`config.mk`:
```
export PLATFORM = sky130hd
export DESIGN_NAME = register_ac_alu
export DESIGN_NICKNAME = d
export VERILOG_FILES = /design/src/rtl/register_ac_alu_pkg.sv /design/src/rtl/register_ac_alu_ac_alu_comb.sv /design/src/rtl/register_ac_alu.sv
export SDC_FILE = /design/constraint.sdc
export NUM_CORES = 1
export LEC_CHECK = 0
export ABC_AREA = 0
export CORE_MARGIN = 10
export CORE_UTILIZATION = 30
export CTS_BUF_LIST = sky130_fd_sc_hd__clkbuf_8
export DETAILED_ROUTE_END_ITERATION = 10
export MAX_ROUTING_LAYER = met4
export PLACE_DENSITY = 0.6
export RECOVER_POWER = 25
export SLEW_MARGIN = 10
export SYNTH_ARGS = -nofsm -noshare
export SYNTH_HDL_FRONTEND = slang
export SYNTH_SLANG_ARGS = --single-unit
```
`constraint.sdc`:
```
create_clock -name clk -period 3.2 [get_ports clk]
set_input_delay 0.64 -clock clk [delete_from_list [all_inputs] [get_ports clk]]
set_output_delay 0.64 -clock clk [all_outputs]
set_load 0.005 [all_outputs]
```
`src/rtl/register_ac_alu_pkg.sv`:
```
// Shared definitions for the register_ac_alu accumulator unit.
//   - Opcode encodings (OP_NOP .. OP_ROL_N); 13-15 are unused and act as NOP.
//   - FSM state encoding for the iterative rotate sequencer.
//   - Rotate direction constants (independent of the data width).
package register_ac_alu_pkg;

    localparam logic [3:0] OP_NOP   = 4'd0;
    localparam logic [3:0] OP_CLA   = 4'd1;
    localparam logic [3:0] OP_CLE   = 4'd2;
    localparam logic [3:0] OP_CMA   = 4'd3;
    localparam logic [3:0] OP_CME   = 4'd4;
    localparam logic [3:0] OP_CIR   = 4'd5;
    localparam logic [3:0] OP_CIL   = 4'd6;
    localparam logic [3:0] OP_INC   = 4'd7;
    localparam logic [3:0] OP_ADD   = 4'd8;
    localparam logic [3:0] OP_AND   = 4'd9;
    localparam logic [3:0] OP_LDA   = 4'd10;
    localparam logic [3:0] OP_ROR_N = 4'd11;
    localparam logic [3:0] OP_ROL_N = 4'd12;

    typedef enum logic {
        ST_IDLE  = 1'b0,
        ST_SHIFT = 1'b1
    } state_t;

    localparam logic DIR_RIGHT = 1'b0;
    localparam logic DIR_LEFT  = 1'b1;

endpackage

```
`src/rtl/register_ac_alu_ac_alu_comb.sv`:
```
// Single-step combinational ALU for the accumulator/E pair.
// Ports:
//   op      : opcode (single-step ops only; anything else passes AC/E through)
//   ac, e   : current accumulator and E flag
//   data    : bus operand for ADD/AND/LDA
//   ac_next : accumulator after one step
//   e_next  : E flag after one step
module ac_alu_comb
    import register_ac_alu_pkg::*;
#(
    parameter int WIDTH = 16
) (
    input  logic [3:0]       op,
    input  logic [WIDTH-1:0] ac,
    input  logic             e,
    input  logic [WIDTH-1:0] data,
    output logic [WIDTH-1:0] ac_next,
    output logic             e_next
);

    // Carry-out of the add lands in E, so the sum is one bit wider than AC.
    logic [WIDTH:0] sum;
    assign sum = {1'b0, ac} + {1'b0, data};

    always_comb begin
        ac_next = ac;
        e_next  = e;
        case (op)
            OP_CLA: ac_next = '0;
            OP_CLE: e_next  = 1'b0;
            OP_CMA: ac_next = ~ac;
            OP_CME: e_next  = ~e;
            // Rotates treat {AC,E} as one WIDTH+1 bit ring.
            OP_CIR: begin
                ac_next = {e, ac[WIDTH-1:1]};
                e_next  = ac[0];
            end
            OP_CIL: begin
                ac_next = {ac[WIDTH-2:0], e};
                e_next  = ac[WIDTH-1];
            end
            OP_INC: ac_next = ac + WIDTH'(1);
            OP_ADD: {e_next, ac_next} = sum;
            OP_AND: ac_next = ac & data;
            OP_LDA: ac_next = data;
            default: begin
                ac_next = ac;
                e_next  = e;
            end
        endcase
    end

endmodule

```
`src/rtl/register_ac_alu.sv`:
```
// Accumulator (AC) plus E flag with opcode-driven register-reference/ALU ops.
// Single-step ops complete at the acceptance edge; ROR_N/ROL_N rotate one bit
// per cycle behind a valid/ready handshake.
// Ports:
//   clk, reset           : clock, asynchronous active-high reset
//   op_valid, op_ready   : opcode handshake (ready only while idle)
//   op_code, shamt       : operation and rotate count, sampled at acceptance
//   DATA_in              : bus operand for ADD/AND/LDA
//   op_done              : one-cycle pulse after an operation completes
//   op_of_ac, e_flag     : accumulator and E register
//   zero_flag, neg_flag  : combinational status derived from AC
module register_ac_alu
    import register_ac_alu_pkg::*;
#(
    parameter int WIDTH   = 16,
    parameter int SHAMT_W = 5
) (
    input  logic               clk,
    input  logic               reset,
    input  logic               op_valid,
    input  logic [3:0]         op_code,
    input  logic [SHAMT_W-1:0] shamt,
    input  logic [WIDTH-1:0]   DATA_in,
    output logic               op_ready,
    output logic               op_done,
    output logic [WIDTH-1:0]   op_of_ac,
    output logic               e_flag,
    output logic               zero_flag,
    output logic               neg_flag
);

    state_t             state_reg, state_next;
    logic [SHAMT_W-1:0] count_reg, count_next;
    logic               dir_reg, dir_next;
    logic [WIDTH-1:0]   ac_reg, ac_next;
    logic               e_reg, e_next;
    logic               done_reg, done_next;

    logic [3:0]         alu_op;
    logic [WIDTH-1:0]   alu_ac;
    logic               alu_e;
    logic               is_rot_op;

    assign is_rot_op = (op_code == OP_ROR_N) || (op_code == OP_ROL_N);

    // Multi-bit rotates are mapped onto the single-bit CIR/CIL step, both at
    // acceptance and for every later SHIFT cycle.
    always_comb begin
        alu_op = OP_NOP;
        if (state_reg == ST_SHIFT) begin
            alu_op = (dir_reg == DIR_LEFT) ? OP_CIL : OP_CIR;
        end else if (is_rot_op) begin
            alu_op = (op_code == OP_ROL_N) ? OP_CIL : OP_CIR;
        end else begin
            alu_op = op_code;
        end
    end

    ac_alu_comb #(.WIDTH(WIDTH)) u_alu (
        .op      (alu_op),
        .ac      (ac_reg),
        .e       (e_reg),
        .data    (DATA_in),
        .ac_next (alu_ac),
        .e_next  (alu_e)
    );

    always_comb begin
        state_next = state_reg;
        count_next = count_reg;
        dir_next   = dir_reg;
        ac_next    = ac_reg;
        e_next     = e_reg;
        done_next  = 1'b0;
        case (state_reg)
            ST_IDLE: begin
                if (op_valid) begin
                    done_next = 1'b1;
                    if (is_rot_op) begin
                        // A zero count is a plain NOP that still reports done.
                        if (shamt != '0) begin
                            ac_next    = alu_ac;
                            e_next     = alu_e;
                            count_next = shamt - SHAMT_W'(1);
                            dir_next   = (op_code == OP_ROL_N) ? DIR_LEFT : DIR_RIGHT;
                            if (shamt != SHAMT_W'(1)) begin
                                state_next = ST_SHIFT;
                                done_next  = 1'b0;
                            end
                        end
                    end else begin
                        ac_next = alu_ac;
                        e_next  = alu_e;
                    end
                end
            end
            ST_SHIFT: begin
                ac_next    = alu_ac;
                e_next     = alu_e;
                count_next = count_reg - SHAMT_W'(1);
                if (count_reg == SHAMT_W'(1)) begin
                    state_next = ST_IDLE;
                    done_next  = 1'b1;
                end
            end
            default: state_next = ST_IDLE;
        endcase
    end

    always_ff @(posedge clk or posedge reset) begin
        if (reset) begin
            state_reg <= ST_IDLE;
            count_reg <= '0;
            dir_reg   <= DIR_RIGHT;
            ac_reg    <= '0;
            e_reg     <= 1'b0;
            done_reg  <= 1'b0;
        end else begin
            state_reg <= state_next;
            count_reg <= count_next;
            dir_reg   <= dir_next;
            ac_reg    <= ac_next;
            e_reg     <= e_next;
            done_reg  <= done_next;
        end
    end

    assign op_ready  = (state_reg == ST_IDLE);
    assign op_done   = done_reg;
    assign op_of_ac  = ac_reg;
    assign e_flag    = e_reg;
    assign zero_flag = (ac_reg == '0);
    assign neg_flag  = ac_reg[WIDTH-1];

endmodule
```
* After elaboration in Yosys (flattened, before gate mapping)
Cells that the tools add are included.
** Cells by class
- Add/sub/neg operators :: 4
- Multiply operators :: 0
- Div/mod/pow operators :: 0
- Magnitude comparators :: 0
- Equal/unequal tests :: 18
- Shift operators :: 0
- Multiplexer cells :: 31
- Bitwise logic cells :: 4
- Reduce and logical (&&, ||, !) cells :: 6
** Operator list (count)
- one-hot mux 16 bit (8 select lines) :: 1
- two-way mux 16 bit :: 3
- one-hot mux 16 bit (2 select lines) :: 1
- equality test 4 bit, second input constant :: 5
- adder 16 x 16 -> 17 bit :: 1
- adder 16 x 1 -> 16 bit, second input constant :: 1
- AND 16 bit :: 1
- equality test 4 x 3 -> 1 bit, second input constant :: 4
- zero test 16 bit :: 1
- inverter 16 bit :: 1
- two-way mux 5 bit :: 3
- two-way mux 1 bit :: 14
- one-hot mux 5 bit (2 select lines) :: 1
- subtractor 5 x 1 -> 5 bit, second input constant :: 2
- equality test 4 x 2 -> 1 bit, second input constant :: 2
- two-way mux 4 bit :: 2
- one-hot mux 1 bit (2 select lines) :: 3
- equality test 5 x 1 -> 1 bit, second input constant :: 1
- inequality test 5 x 1 -> 1 bit, second input constant :: 1
- one-hot mux 1 bit (5 select lines) :: 1
- nonzero test 5 bit :: 1
- equality test 4 x 1 -> 1 bit, second input constant :: 1
- two-way mux 2 bit :: 2
- inequality test 2 x 1 -> 1 bit, second input constant :: 2
- other kinds (7) :: 8
** Storage, ports and cells
- Register bits after elaboration :: 25
- Bits in latches :: 0
- Bits in writable memories :: 0
- Bits in read-only memories :: 0
- Input bits :: 28
- Output and inout port bits :: 21
- Logic and storage cells :: 69
- Memories :: 0

* Logic depth before layout (Yosys ltp)
- Word-level depth :: 10
- Gate-level depth with buffers :: 9
- Depth with buffers taken out :: 8

* Modules after synthesis
A second synthesis with hierarchy kept.
** Second synthesis, totals
- Cells, all modules :: 445
- Area, all modules :: 3534.6 um2
** Modules (own cells, without submodules)
- ac_alu_comb :: instances 1, cells each 332, area each 2134.5 um2, sequential area each 0.0 um2
- register_ac_alu :: instances 1, cells each 113, area each 1400.1 um2, sequential area each 625.6 um2

* Worst setup path after synthesis
Ideal clock, no wire load.
- Kind :: input -> register
- Start point :: input port DATA_in[0]
- End point :: register ac_reg[14], in the netlist op_of_ac[14]
- Setup time :: 0.126 ns
- Data arrival time :: 2.433 ns
- Required time :: 3.074 ns
- Path slack :: 0.641 ns
- Stages :: 8
- Buffers on the path :: 0
- Cells stage by stage :: ha_1 > fa_1 > a211oi_1 > o21ai_0 > nand2_1 > o221ai_1 > nor3b_1 > o32a_1
** Between the ends
- Word-level cells in the longest chain between the ends :: 6
** Ends and longest elaborated chain
- start: declaration :: RTL line register_ac_alu.sv:23 : input logic [WIDTH-1:0] DATA_in,
- adder 16 x 16 -> 17 bit (*) :: RTL line register_ac_alu_ac_alu_comb.sv:23 : assign sum = {1'b0, ac} + {1'b0, data};
- one-hot mux 16 bit (8 select lines) (*) :: RTL line register_ac_alu_ac_alu_comb.sv:28 : case (op)
- two-way mux 16 bit :: RTL line register_ac_alu.sv:81 : if (shamt != '0) begin
- two-way mux 16 bit :: RTL line register_ac_alu.sv:79 : if (is_rot_op) begin
- two-way mux 16 bit :: RTL line register_ac_alu.sv:77 : if (op_valid) begin
- one-hot mux 16 bit (2 select lines) (*) :: RTL line register_ac_alu.sv:75 : case (state_reg)
- end signal: assignment :: RTL line register_ac_alu.sv:122 : ac_reg <= ac_next;
- end: declaration :: RTL line register_ac_alu.sv:35 : logic [WIDTH-1:0] ac_reg, ac_next;
Every way passes the cells marked *; elsewhere a longest branch is shown, timed or not. The select of a mux whose other input is x is not followed.
A chain may end at the register's enable or synchronous reset.

* Worst setup path after layout
- Start point :: input port op_code[2]
- End point :: register ac_reg[11], in the netlist op_of_ac[11]
** Between the ends
- Word-level cells in the longest chain between the ends :: 10
- Elaborated cells between the ends (all ways) :: 21
- Classes of those cells :: eq/ne (11); mux (8); reduce/logical (2)
** Ends and longest elaborated chain
- start: declaration :: RTL line register_ac_alu.sv:21 : input logic [3:0] op_code,
- equality test 4 bit, on equally long branches :: RTL line register_ac_alu.sv:44, register_ac_alu.sv:53
- two-way mux 2 bit or logical OR 1 bit (tied branches) :: RTL line register_ac_alu.sv:53, register_ac_alu.sv:44
- two-way mux 4 bit :: RTL line register_ac_alu.sv:52 : end else if (is_rot_op) begin
- two-way mux 4 bit :: RTL line register_ac_alu.sv:50 : if (state_reg == ST_SHIFT) begin
- equality test 4 bit, or another cell as far along :: RTL line register_ac_alu_ac_alu_comb.sv:28
- one-hot mux 16 bit (8 select lines) :: RTL line register_ac_alu_ac_alu_comb.sv:28
- two-way mux 16 bit :: RTL line register_ac_alu.sv:81
- two-way mux 16 bit :: RTL line register_ac_alu.sv:79
- two-way mux 16 bit :: RTL line register_ac_alu.sv:77
- one-hot mux 16 bit (2 select lines) :: RTL line register_ac_alu.sv:75
Parallel ways exist; a longest one is shown, timed or not. The select of a mux whose other input is x is not followed.

==> impl_metrics.yaml <==
outcome:
  outcome: "finished, violations left"
  violations: "capacitance limit, slew limit"
worst_setup_path:
  cpPeakStageDelay_ns: 0.80
  setup.worst_path.start: "op_code[2]"
  end_kind: "flip-flop"
  slowest_stage: "nor3b_1"
  cp_cell_sequence: "clkdlybuf4s50_1, nor3b_1, nand2_1, nor3_1, a32oi_1, and3_1, a32oi_1"
  r2r_slack_ns: 0.58
  reg2reg_depth: 6
  path_max_fanout: 12
  r2r-end: "op_of_ac[11]$_DFFE_PP0P_"
  arrival_ns: 3.13
  critPathLaunchType: "primary input"
  r2r-start: "state_reg$_DFF_PP0_"
  critPathKind: "primary input to flip-flop"
  required_ns: 3.42
  path_common_cell: "a32oi_1"
min_path:
  hold_end: "count_reg[3]$_DFFE_PP0P_"
  min_path_type: "flip-flop to flip-flop"
  holdPathStages: 2
  hp-start: "count_reg[3]$_DFFE_PP0P_"
logic_synthesis:
  synth-xor-area-share: 0.0371
  yosysMostFrequentCell: "nor2_1"
  synth_top_family_by_area: "compound AO/OA/AOI/OAI gates"
  yosysUniqueCellTypes: 72
  synth_compound_area_frac: 0.342
  synth.avg_cell_area_um2: 7.70
  synth.area.mux_share: 0.0276
  async_flop_share: 1.00
  synthAdderAreaFrac: 0.0931
  ys_warn_count: 0
  synthesis.area_um2: 3300
  synthSimpleGateAreaFrac: 0.249
  synth_top_area_share: 0.189
  ys.flop_type: "dfrtp_1"
  syn_inst: 429
  yosysSeqAreaShare: 0.189
  synth_edf_count: 0
  synth_common_cells: "37 x nor2_1, 34 x a21oi_1, 34 x nand2_1"
  synth_fp_nets: 481
  synth_area_leader_cell: "dfrtp_1"
  synth_seq_cells: 25
  synth_area_leaders: "dfrtp_1 19%, ha_1 8.7%, a21oi_1 5.1%"
sta:
  final-setup-viol-count: 0
  rsz0062_at_grt: "false"
  hold_violations: 0
  fin_ws_ns: 0.290
  fmax_ghz: 0.344
  tns_ns: 0
  worst_pin_slew_ns: 1.62
  slew_headroom: -0.0828
  fin_crit_sh: 0.909
  skew_ns: 0.00398
  finalCriticalPeriod_ns: 2.91
  maxSlewViolCount: 26
placement:
  detailedPlace.worstSlack_ns: 0.000342
  io_buffers: 48
  gp_congestion: 0.906
  hpwl_mm: 9.41
  dpl_cell_area_um2: 4140
clock_tree:
  cts_sinks: 25
  clockRootBuffer: "clkbuf_8"
  cts_hold_buf: 0
  clock_path_buffers: 2
  clk_pin_slew_worst_paths_ns: 0.12
  worstSkewPairLatency_ns: 0.29
  numCtsBuffers: 3
  tritoncts: "yes"
  cts_max_level: 1
  post_cts_resize_count: 0
  cts_setup_buffers: 0
power_and_ir_drop:
  p_per_area_nw_per_um2: 746
  vdd_drop_max_mv: 0.355
  p_leak_uw: 0.00167
final_layout:
  fin_nets: 545
  final_area_um2: 4190
  largest_reg_flops: 16
  antenna_cells: 0
  post-route-util: 0.388
  syn2layout_area_growth_pct: 26.8
  drive_above_1_share: 0.116
routing:
  wl_mm: 12.6
  first_pass_iters: 5
  viasPerCell: 6.00
  drt_iter0_drc: 306
  post-route-drc-count: 0
  wl_per_cell_um: 19.9
  antenna_left: 0
  vias: 3795
global_routing:
  grt_pass1_wl_mm: 20.4
  first_global_vias: 3665
  grt_util_all_layers: 0.159
  antenna_found_initial: 0
  grt_max_degree: 26
  overflow: 0
floorplan:
  core_area_um2: 10800
  die_area_um2: 15600
  die_w_um: 125
  die_h_um: 125
  start_util: 0.306
  core.rowCount: 38
  ios: 49
run:
  maxCapViolCount: 1
==> power breakdown <==
group	switching (µW)	internal (µW)
clock	140	92.2
combinational	1090	1010
sequential	343	455
total	1570	1560
==> area by class of cell <==
class                           count  area [µm²]
Clock inverter                      1        8.76
Timing Repair Buffer               90         805
Inverter                           16        60.1
Fill cell                        1123        6600
Sequential cell                    25         626
Tap cell                          140         175
Clock buffer                        3        41.3
Multi-Input combinational cell    357        2470
==> critical path, delay by kind of cell <==
family	cells	cell delay (ns)
AO/OA/AOI/OAI	2	0.25
buffers and inverters	1	0.60
AND/OR/NAND/NOR	4	1.63
==> layer usage <==
layer  track usage  up-vias  share of wire
met5             -        -              0
met4        0.0420        0          0.023
met3        0.0232       20          0.067
met2         0.257      162           0.47
met1         0.204     1820           0.44
li1              -     1793              -
==> cells by family (layout without fill, tap and decap cells) <==
group                    Yosys count  after routing
adder cells (fa/ha/maj)           24             24
buffers and inverters             47            110
AND/OR/NAND/NOR                  154            154
multiplexers                       9              9
AO/OA/AOI/OAI                    156            156
flip-flops                        25             25
XOR/XNOR                          14             14
==> cells in the final DEF, fill, tap and decap left out, types with 8 or more instances in the layout <==
master	instances
clkdlybuf4s50_1	47
buf_4	40
nor2_1	37
nand2_1	34
a21oi_1	34
dfrtp_1	25
ha_1	23
o21ai_0	20
nand3_1	19
inv_1	16
nor3_1	10
a21o_1	9
mux2i_1	8
o211ai_1	8
==> per-stage QoR <==
step,cells,power (µW),hold slack (ns)
finish,632,3130,0.559
global route,632,3390,0.599
CTS,632,3110,0.570
detailed placement,628,2860,0.543
global placement,628,2830,0.515
floorplan,429,2020,0.485
==> worst max-delay path by stage <==
| stage | to | slack (ns) | cells past startpoint |
|---|---|---|---|
| after detailed placement | op_of_ac[14]$_DFFE_PP0P_ | 0.0003 | 9 |
| after floorplan | op_of_ac[14]$_DFFE_PP0P_ | 0.64 | 8 |
| after CTS | op_of_ac[11]$_DFFE_PP0P_ | 0.30 | 7 |
| final | op_of_ac[11]$_DFFE_PP0P_ | 0.29 | 7 |
| after global routing | op_of_ac[11]$_DFFE_PP0P_ | 0.07 | 7 |
| after global placement | op_of_ac[14]$_DFFE_PP0P_ | 0.01 | 9 |
Note: power is estimated with default switching activity, not from simulation.
